[src/rtl/mdu_if.sv]
// Request/response bundle between the issue stage and the sequential multiply/divide unit.
interface mdu_if #(
  parameter int unsigned XLEN = 32
);
  logic            start;
  logic [1:0]      ALUOP;
  logic            instr_25;
  logic [2:0]      func3;
  logic [XLEN-1:0] rs1;
  logic [XLEN-1:0] rs2;
  logic            kill;
  logic            busy;
  logic            done;
  logic [XLEN-1:0] result;

  modport master (
    output start, ALUOP, instr_25, func3, rs1, rs2, kill,
    input  busy, done, result
  );

  modport slave (
    input  start, ALUOP, instr_25, func3, rs1, rs2, kill,
    output busy, done, result
  );
endinterface

[src/rtl/mdu_seq.sv]
// Sequential RV32M-style multiply/divide unit: one shift-add or restoring
// shift-subtract step per cycle on magnitudes, sign fixed up at the end.
module mdu_seq #(
  parameter int unsigned XLEN  = 32,
  parameter int unsigned CNT_W = $clog2(XLEN) + 1
) (
  input  logic clk,
  input  logic rst_n,
  mdu_if.slave bus
);

  localparam int unsigned      PW        = 2 * XLEN;
  localparam logic [CNT_W-1:0] LAST_STEP = CNT_W'(XLEN - 1);
  localparam logic [XLEN-1:0]  INT_MIN   = {1'b1, {(XLEN-1){1'b0}}};

  typedef enum logic [1:0] {IDLE, CALC, FIX, DONE} state_e;

  state_e           state_q, state_d;
  logic [XLEN-1:0]  acc_hi_q, acc_hi_d;
  logic [XLEN-1:0]  acc_lo_q, acc_lo_d;
  logic [XLEN-1:0]  op_b_q, op_b_d;
  logic [XLEN-1:0]  result_q, result_d;
  logic [2:0]       func3_q, func3_d;
  logic             neg_q, neg_d;
  logic [CNT_W-1:0] cnt_q, cnt_d;
  logic             busy_q, done_q;

  logic             accept_c, is_div_c, a_signed_c, b_signed_c;
  logic             a_neg_c, b_neg_c, div_zero_c, div_ovf_c, neg_req_c;
  logic [XLEN-1:0]  abs_a_c, abs_b_c, special_c;

  // Request decode on the raw operands
  assign accept_c   = bus.start && (bus.ALUOP == 2'b10) && bus.instr_25 && !bus.kill;
  assign is_div_c   = bus.func3[2];
  assign a_signed_c = (bus.func3 == 3'b001) || (bus.func3 == 3'b010) ||
                      (bus.func3 == 3'b100) || (bus.func3 == 3'b110);
  assign b_signed_c = (bus.func3 == 3'b001) || (bus.func3 == 3'b100) || (bus.func3 == 3'b110);
  assign a_neg_c    = a_signed_c && bus.rs1[XLEN-1];
  assign b_neg_c    = b_signed_c && bus.rs2[XLEN-1];
  assign abs_a_c    = a_neg_c ? (~bus.rs1 + XLEN'(1)) : bus.rs1;
  assign abs_b_c    = b_neg_c ? (~bus.rs2 + XLEN'(1)) : bus.rs2;
  assign div_zero_c = is_div_c && (bus.rs2 == '0);
  assign div_ovf_c  = is_div_c && b_signed_c && (bus.rs1 == INT_MIN) && (bus.rs2 == '1);
  // Remainder takes the dividend's sign; quotient and product take the xor
  assign neg_req_c  = (bus.func3 == 3'b110) ? a_neg_c : (a_neg_c ^ b_neg_c);
  assign special_c  = div_zero_c ? (bus.func3[1] ? bus.rs1 : '1)
                                 : (bus.func3[1] ? '0 : bus.rs1);

  logic [XLEN:0]   mul_sum_c, div_trial_c, div_diff_c;
  logic [PW-1:0]   prod_c;
  logic [XLEN-1:0] quo_c, rem_c, fix_c;

  // Per-cycle iteration datapath
  assign mul_sum_c   = {1'b0, acc_hi_q} + (acc_lo_q[0] ? {1'b0, op_b_q} : '0);
  assign div_trial_c = {acc_hi_q, acc_lo_q[XLEN-1]};
  assign div_diff_c  = div_trial_c - {1'b0, op_b_q};

  // Sign correction applied in FIX
  assign prod_c = neg_q ? (~{acc_hi_q, acc_lo_q} + PW'(1)) : {acc_hi_q, acc_lo_q};
  assign quo_c  = neg_q ? (~acc_lo_q + XLEN'(1)) : acc_lo_q;
  assign rem_c  = neg_q ? (~acc_hi_q + XLEN'(1)) : acc_hi_q;

  always_comb begin
    fix_c = prod_c[PW-1:XLEN];
    case (func3_q)
      3'b000:         fix_c = prod_c[XLEN-1:0];
      3'b100, 3'b101: fix_c = quo_c;
      3'b110, 3'b111: fix_c = rem_c;
      default:        fix_c = prod_c[PW-1:XLEN];
    endcase
  end

  // Next-state and datapath update
  always_comb begin
    state_d  = state_q;
    acc_hi_d = acc_hi_q;
    acc_lo_d = acc_lo_q;
    op_b_d   = op_b_q;
    result_d = result_q;
    func3_d  = func3_q;
    neg_d    = neg_q;
    cnt_d    = cnt_q;

    if (bus.kill) begin
      state_d = IDLE;
    end else begin
      case (state_q)
        IDLE: begin
          if (accept_c) begin
            func3_d  = bus.func3;
            neg_d    = neg_req_c;
            cnt_d    = '0;
            acc_hi_d = '0;
            acc_lo_d = is_div_c ? abs_a_c : abs_b_c;
            op_b_d   = is_div_c ? abs_b_c : abs_a_c;
            if (div_zero_c || div_ovf_c) begin
              result_d = special_c;
              state_d  = DONE;
            end else begin
              state_d  = CALC;
            end
          end
        end
        CALC: begin
          cnt_d = cnt_q + CNT_W'(1);
          if (func3_q[2]) begin
            if (!div_diff_c[XLEN]) begin
              acc_hi_d = div_diff_c[XLEN-1:0];
              acc_lo_d = {acc_lo_q[XLEN-2:0], 1'b1};
            end else begin
              acc_hi_d = div_trial_c[XLEN-1:0];
              acc_lo_d = {acc_lo_q[XLEN-2:0], 1'b0};
            end
          end else begin
            acc_hi_d = mul_sum_c[XLEN:1];
            acc_lo_d = {mul_sum_c[0], acc_lo_q[XLEN-1:1]};
          end
          if (cnt_q == LAST_STEP) state_d = FIX;
        end
        FIX: begin
          result_d = fix_c;
          state_d  = DONE;
        end
        DONE:    state_d = IDLE;
        default: state_d = IDLE;
      endcase
    end
  end

  always_ff @(posedge clk or negedge rst_n) begin
    if (!rst_n) begin
      state_q  <= IDLE;
      acc_hi_q <= '0;
      acc_lo_q <= '0;
      op_b_q   <= '0;
      result_q <= '0;
      func3_q  <= '0;
      neg_q    <= 1'b0;
      cnt_q    <= '0;
      busy_q   <= 1'b0;
      done_q   <= 1'b0;
    end else begin
      state_q  <= state_d;
      acc_hi_q <= acc_hi_d;
      acc_lo_q <= acc_lo_d;
      op_b_q   <= op_b_d;
      result_q <= result_d;
      func3_q  <= func3_d;
      neg_q    <= neg_d;
      cnt_q    <= cnt_d;
      busy_q   <= (state_d != IDLE);
      done_q   <= (state_d == DONE);
    end
  end

  assign bus.busy   = busy_q;
  assign bus.done   = done_q;
  assign bus.result = result_q;

endmodule

[src/flat_wrapper.sv]
// flat-port wrapper written by rule: the top's interface ports become plain ports
module mdu_seq_flat 
#(
  parameter int unsigned XLEN  = 32,
  parameter int unsigned CNT_W = $clog2(XLEN) + 1
)
  (clk, rst_n, bus_start, bus_ALUOP, bus_instr_25, bus_func3, bus_rs1, bus_rs2, bus_kill, bus_busy, bus_done, bus_result);
  mdu_if #(.XLEN(XLEN)) bus_i ();
  input  logic clk;
  input  logic rst_n;
  input wire logic [$bits(bus_i.start)-1:0] bus_start;
  input wire logic [$bits(bus_i.ALUOP)-1:0] bus_ALUOP;
  input wire logic [$bits(bus_i.instr_25)-1:0] bus_instr_25;
  input wire logic [$bits(bus_i.func3)-1:0] bus_func3;
  input wire logic [$bits(bus_i.rs1)-1:0] bus_rs1;
  input wire logic [$bits(bus_i.rs2)-1:0] bus_rs2;
  input wire logic [$bits(bus_i.kill)-1:0] bus_kill;
  output wire logic [$bits(bus_i.busy)-1:0] bus_busy;
  output wire logic [$bits(bus_i.done)-1:0] bus_done;
  output wire logic [$bits(bus_i.result)-1:0] bus_result;
  assign bus_i.start = bus_start;
  assign bus_i.ALUOP = bus_ALUOP;
  assign bus_i.instr_25 = bus_instr_25;
  assign bus_i.func3 = bus_func3;
  assign bus_i.rs1 = bus_rs1;
  assign bus_i.rs2 = bus_rs2;
  assign bus_i.kill = bus_kill;
  assign bus_busy = bus_i.busy;
  assign bus_done = bus_i.done;
  assign bus_result = bus_i.result;
  mdu_seq #(.XLEN(XLEN), .CNT_W(CNT_W)) u_core (.clk(clk), .rst_n(rst_n), .bus(bus_i));
endmodule
[config.mk]
export PLATFORM = sky130hd
export DESIGN_NAME = mdu_seq_flat
export DESIGN_NICKNAME = d
export VERILOG_FILES = /design/src/rtl/mdu_if.sv /design/src/rtl/mdu_seq.sv /design/src/flat_wrapper.sv
export SDC_FILE = /design/constraint.sdc
export NUM_CORES = 1
export LEC_CHECK = 0
export BUFFER_PORTS_ARGS = -buffer_cell sky130_fd_sc_hd__buf_2
export CAP_MARGIN = 10
export CORE_AREA = 2 2 186 188
export CTS_BUF_LIST = sky130_fd_sc_hd__clkbuf_4 sky130_fd_sc_hd__clkbuf_8 sky130_fd_sc_hd__clkbuf_16
export CTS_CLUSTER_DIAMETER = 50
export DETAILED_ROUTE_END_ITERATION = 10
export DIE_AREA = 0 0 188 190
export GPL_ROUTABILITY_DRIVEN = 0
export SLEW_MARGIN = 20
export SYNTH_ARGS = -nofsm -noshare
export SYNTH_HDL_FRONTEND = slang
export SYNTH_SLANG_ARGS = --single-unit
[constraint.sdc]
create_clock -name clk -period 5.95 [get_ports clk]
set_clock_uncertainty 0.1 [all_clocks]
set_input_delay 0.595 -clock clk [delete_from_list [all_inputs] [get_ports clk]]
set_output_delay 0.595 -clock clk [all_outputs]
set_load 0.01 [all_outputs]
==> flow_summary.toml <==
[worst_setup_path]
reg2regPathDepth = 11
worstSetupPathType = "reg2reg"
critPathMaxFanout = 24
startpoint_type = "flop"
r2r-start = "u_core.acc_lo_q[0]"
cp.required_ns = 6.22
end_kind = "flop"
crit_arrival_ns = 4.48
worst_r2r_endpoint = "u_core.bus.result[0]"
reg2reg_slack_ns = 1.74

[finish]
syn2layout_area_growth_pct = 9.09
seq_area_um2 = 3560
drive_gt1_frac = 0.0970
antennaDiodeCount = 0
final_nets = 2184
multiInputGateArea_um2 = 10700
finalInstanceArea_um2 = 16400
nFillCells = 3435

[drt]
routed_wl_um = 58600
via_per_inst = 6.37
post-route-drc-count = 0
dr.pass1.iters = 6
drt_iter0_drc = 1840
drtAntennaViolNets = 0
via_count = 16000
routedWlPerCell_um = 23.4

[synth]
ys_warn_count = 0
synthesis.nets = 2178
synthFlopType = "dfrtp_1"
avgSynthCellArea_um2 = 7.40
synthTopCellsByArea = "dfrtp_1, a21oi_1, o21ai_0"
synth_top_area_cell = "dfrtp_1"
synth_area_um2 = 15000
syn_inst = 2032
synth_edf_count = 0
synthArstFlopShare = 1.00
synth.distinct_cells = 77
synth-seq-cells = 142
ys_seq_area_frac = 0.236
synth_top_area_frac = 0.236

[timing]
setup_viol = 0
hold_slack_ns = 0.113
drv_slew = 0
finalHoldViolCount = 0
slew_headroom = 0.265
tns_ns = 0
fin_crit_ns = 4.21
tightestPinTransition_ns = 1.10
fin_crit_sh = 0.707
grt_setup_unrepaired = "false"
fmax_mhz = 238

[global_route]
grt_pass1_vias = 14500
grt_max_degree = 89
antenna_found_initial = 1
grt_first_pass_wirelength_um = 88500
grt_overflow = 0
track_usage = 0.323

[power]
max-vdd-ir-drop_uv = 347
p_per_area_nw_per_um2 = 469
fin_total_pwr_mw = 7.68
p_leak_nw = 6.97

[outcome]
status = "finished, final reports clean"

[hold_path]
hold_class = "in2async"

[die]
die_w_um = 188
pin_count = 108
die_h_um = 190
dieArea_um2 = 35700
rows = 68
start_util = 0.443
coreArea_um2 = 33900

[clock_tree]
cts-resized-gates = 0
clk_latency_ns = 0.45
htreeDepth = 4
cts_root_buf = "clkbuf_16"
cts.clk_slew.worst_paths_ns = 0.07
numCtsBuffers = 17
clock_path_buffers = 2
tritoncts = "built"
cts_setup_buffers = 0
postCtsHoldBufs = 0
cts_sinks = 142

[placement]
portBuffers = 107
dpl.hpwl_um = 44700
postPlaceCellArea_um2 = 15800

[job]
maxCapViolCount = 0
[critical path, stage by stage, from the launching register on]
cell      delay, ns
dfrtp_1        0.44
inv_1          0.29
buf_4          0.36
ha_1           0.23
nand2b_1       0.10
nor3_1         0.71
nand4_1        0.20
o21ai_1        0.78
o21ai_0        0.17
a221oi_1       0.48
a21oi_1        0.07
o21ai_0        0.18
[state kept, by name, indices dropped and copies added (netlist names)]
name,flops
u_core.neg_q,1
u_core.acc_hi_q,32
u_core.state_q,2
u_core.op_b_q,32
u_core.cnt_q,6
u_core.bus.result,32
u_core.bus.done,1
u_core.bus.busy,1
u_core.func3_q,3
u_core.acc_lo_q,32
[worst max path at each step]
stage | from | to | slack [ns] | cells after the start
after floorplan | u_core.acc_lo_q[31] | u_core.acc_hi_q[0] | 2.44 | 14
after global placement | u_core.acc_lo_q[0] | u_core.bus.result[0] | 1.92 | 11
final | u_core.acc_lo_q[0] | u_core.bus.result[0] | 1.74 | 11
after CTS | u_core.acc_lo_q[0] | u_core.bus.result[0] | 1.84 | 11
after global routing | u_core.acc_lo_q[0] | u_core.bus.result[0] | 1.55 | 11
after detailed placement | u_core.acc_lo_q[0] | u_core.bus.result[0] | 1.83 | 11
[per-layer routing]
| layer | routed length [um] | share of wire | GRT usage |
|---|---|---|---|
| met2 | 25200 | 0.43 | 0.490 |
| met3 | 5330 | 0.091 | 0.0572 |
| met4 | 2310 | 0.039 | 0.131 |
| met1 | 25700 | 0.44 | 0.453 |
| met5 | 13 | 0.00022 | 0 |
[synthesized netlist by cell type, drive strengths merged (12+ instances only)]
master / n
nand2: 212
a21o: 34
o21a: 12
o21ai: 207
nor4: 31
a211oi: 15
buf: 16
dfrtp: 142
clkbuf: 130
maj3: 26
xor2: 95
and2: 12
ha: 70
xnor2: 82
o22ai: 16
nand4: 28
o211ai: 27
o41ai: 15
or4: 15
a31oi: 22
nor3: 48
mux2i: 53
or3: 17
a22oi: 17
a21oi: 199
o221ai: 25
nand2b: 20
nand3: 28
nor2: 195
inv: 72
o31ai: 26
[power breakdown]
part           leakage [nW]  switching, mW  internal [mW]
registers              1.82          0.626           1.20
clock network         0.294          0.473          0.647
logic                  4.85           2.91           1.83
[metrics by stage]
stage / instances / util / worst slack (ns)
4_1_cts: 2506 / 0.483 / 1.84
3_5_place_dp: 2474 / 0.465 / 1.83
5_1_grt: 2506 / 0.483 / 1.55
2_1_floorplan: 2032 / - / 2.44
3_3_place_gp: 2474 / 0.465 / 1.92
6_report: 2506 / 0.483 / 1.74
[area by class of cell]
cell class,instances,area share
Multi-Input combinational cell,1671,0.650
Clock buffer,20,0.0281
Sequential cell,142,0.217
Clock inverter,12,0.00824
Timing Repair Buffer,133,0.0450
Tap cell,455,0.0347
Inverter,73,0.0167
[kinds of logic after synthesis]
group,share of synthesized area
XOR/XNOR,0.103
multiplexers,0.0390
AO/OA/AOI/OAI,0.288
buffers and inverters,0.0559
flip-flops,0.236
AND/OR/NAND/NOR,0.200
adder cells (fa/ha/maj),0.0783
[cell usage in the layout, fill, tap and decap left out, types with 12 or more instances in the layout]
| master | n |
|---|---|
| nand4_1 | 28 |
| o221ai_1 | 25 |
| clkbuf_16 | 17 |
| or4_1 | 13 |
| nor4_1 | 31 |
| nand2_1 | 212 |
| a31oi_1 | 22 |
| a21o_1 | 33 |
| xor2_1 | 95 |
| o21ai_0 | 198 |
| or3_1 | 16 |
| o31ai_1 | 26 |
| o22ai_1 | 16 |
| nand3_1 | 28 |
| dfrtp_1 | 140 |
| mux2i_1 | 53 |
| buf_2 | 106 |
| buf_4 | 26 |
| nand2b_1 | 20 |
| o211ai_1 | 27 |
| nor3_1 | 46 |
| o41ai_1 | 14 |
| inv_1 | 71 |
| o21a_1 | 12 |
| xnor2_1 | 82 |
| nor2_1 | 193 |
| a21oi_1 | 199 |
| maj3_1 | 26 |
| a211oi_1 | 15 |
| ha_1 | 70 |
| and2_1 | 12 |
| a22oi_1 | 17 |
No activity file was read; power rests on OpenSTA's default activity.
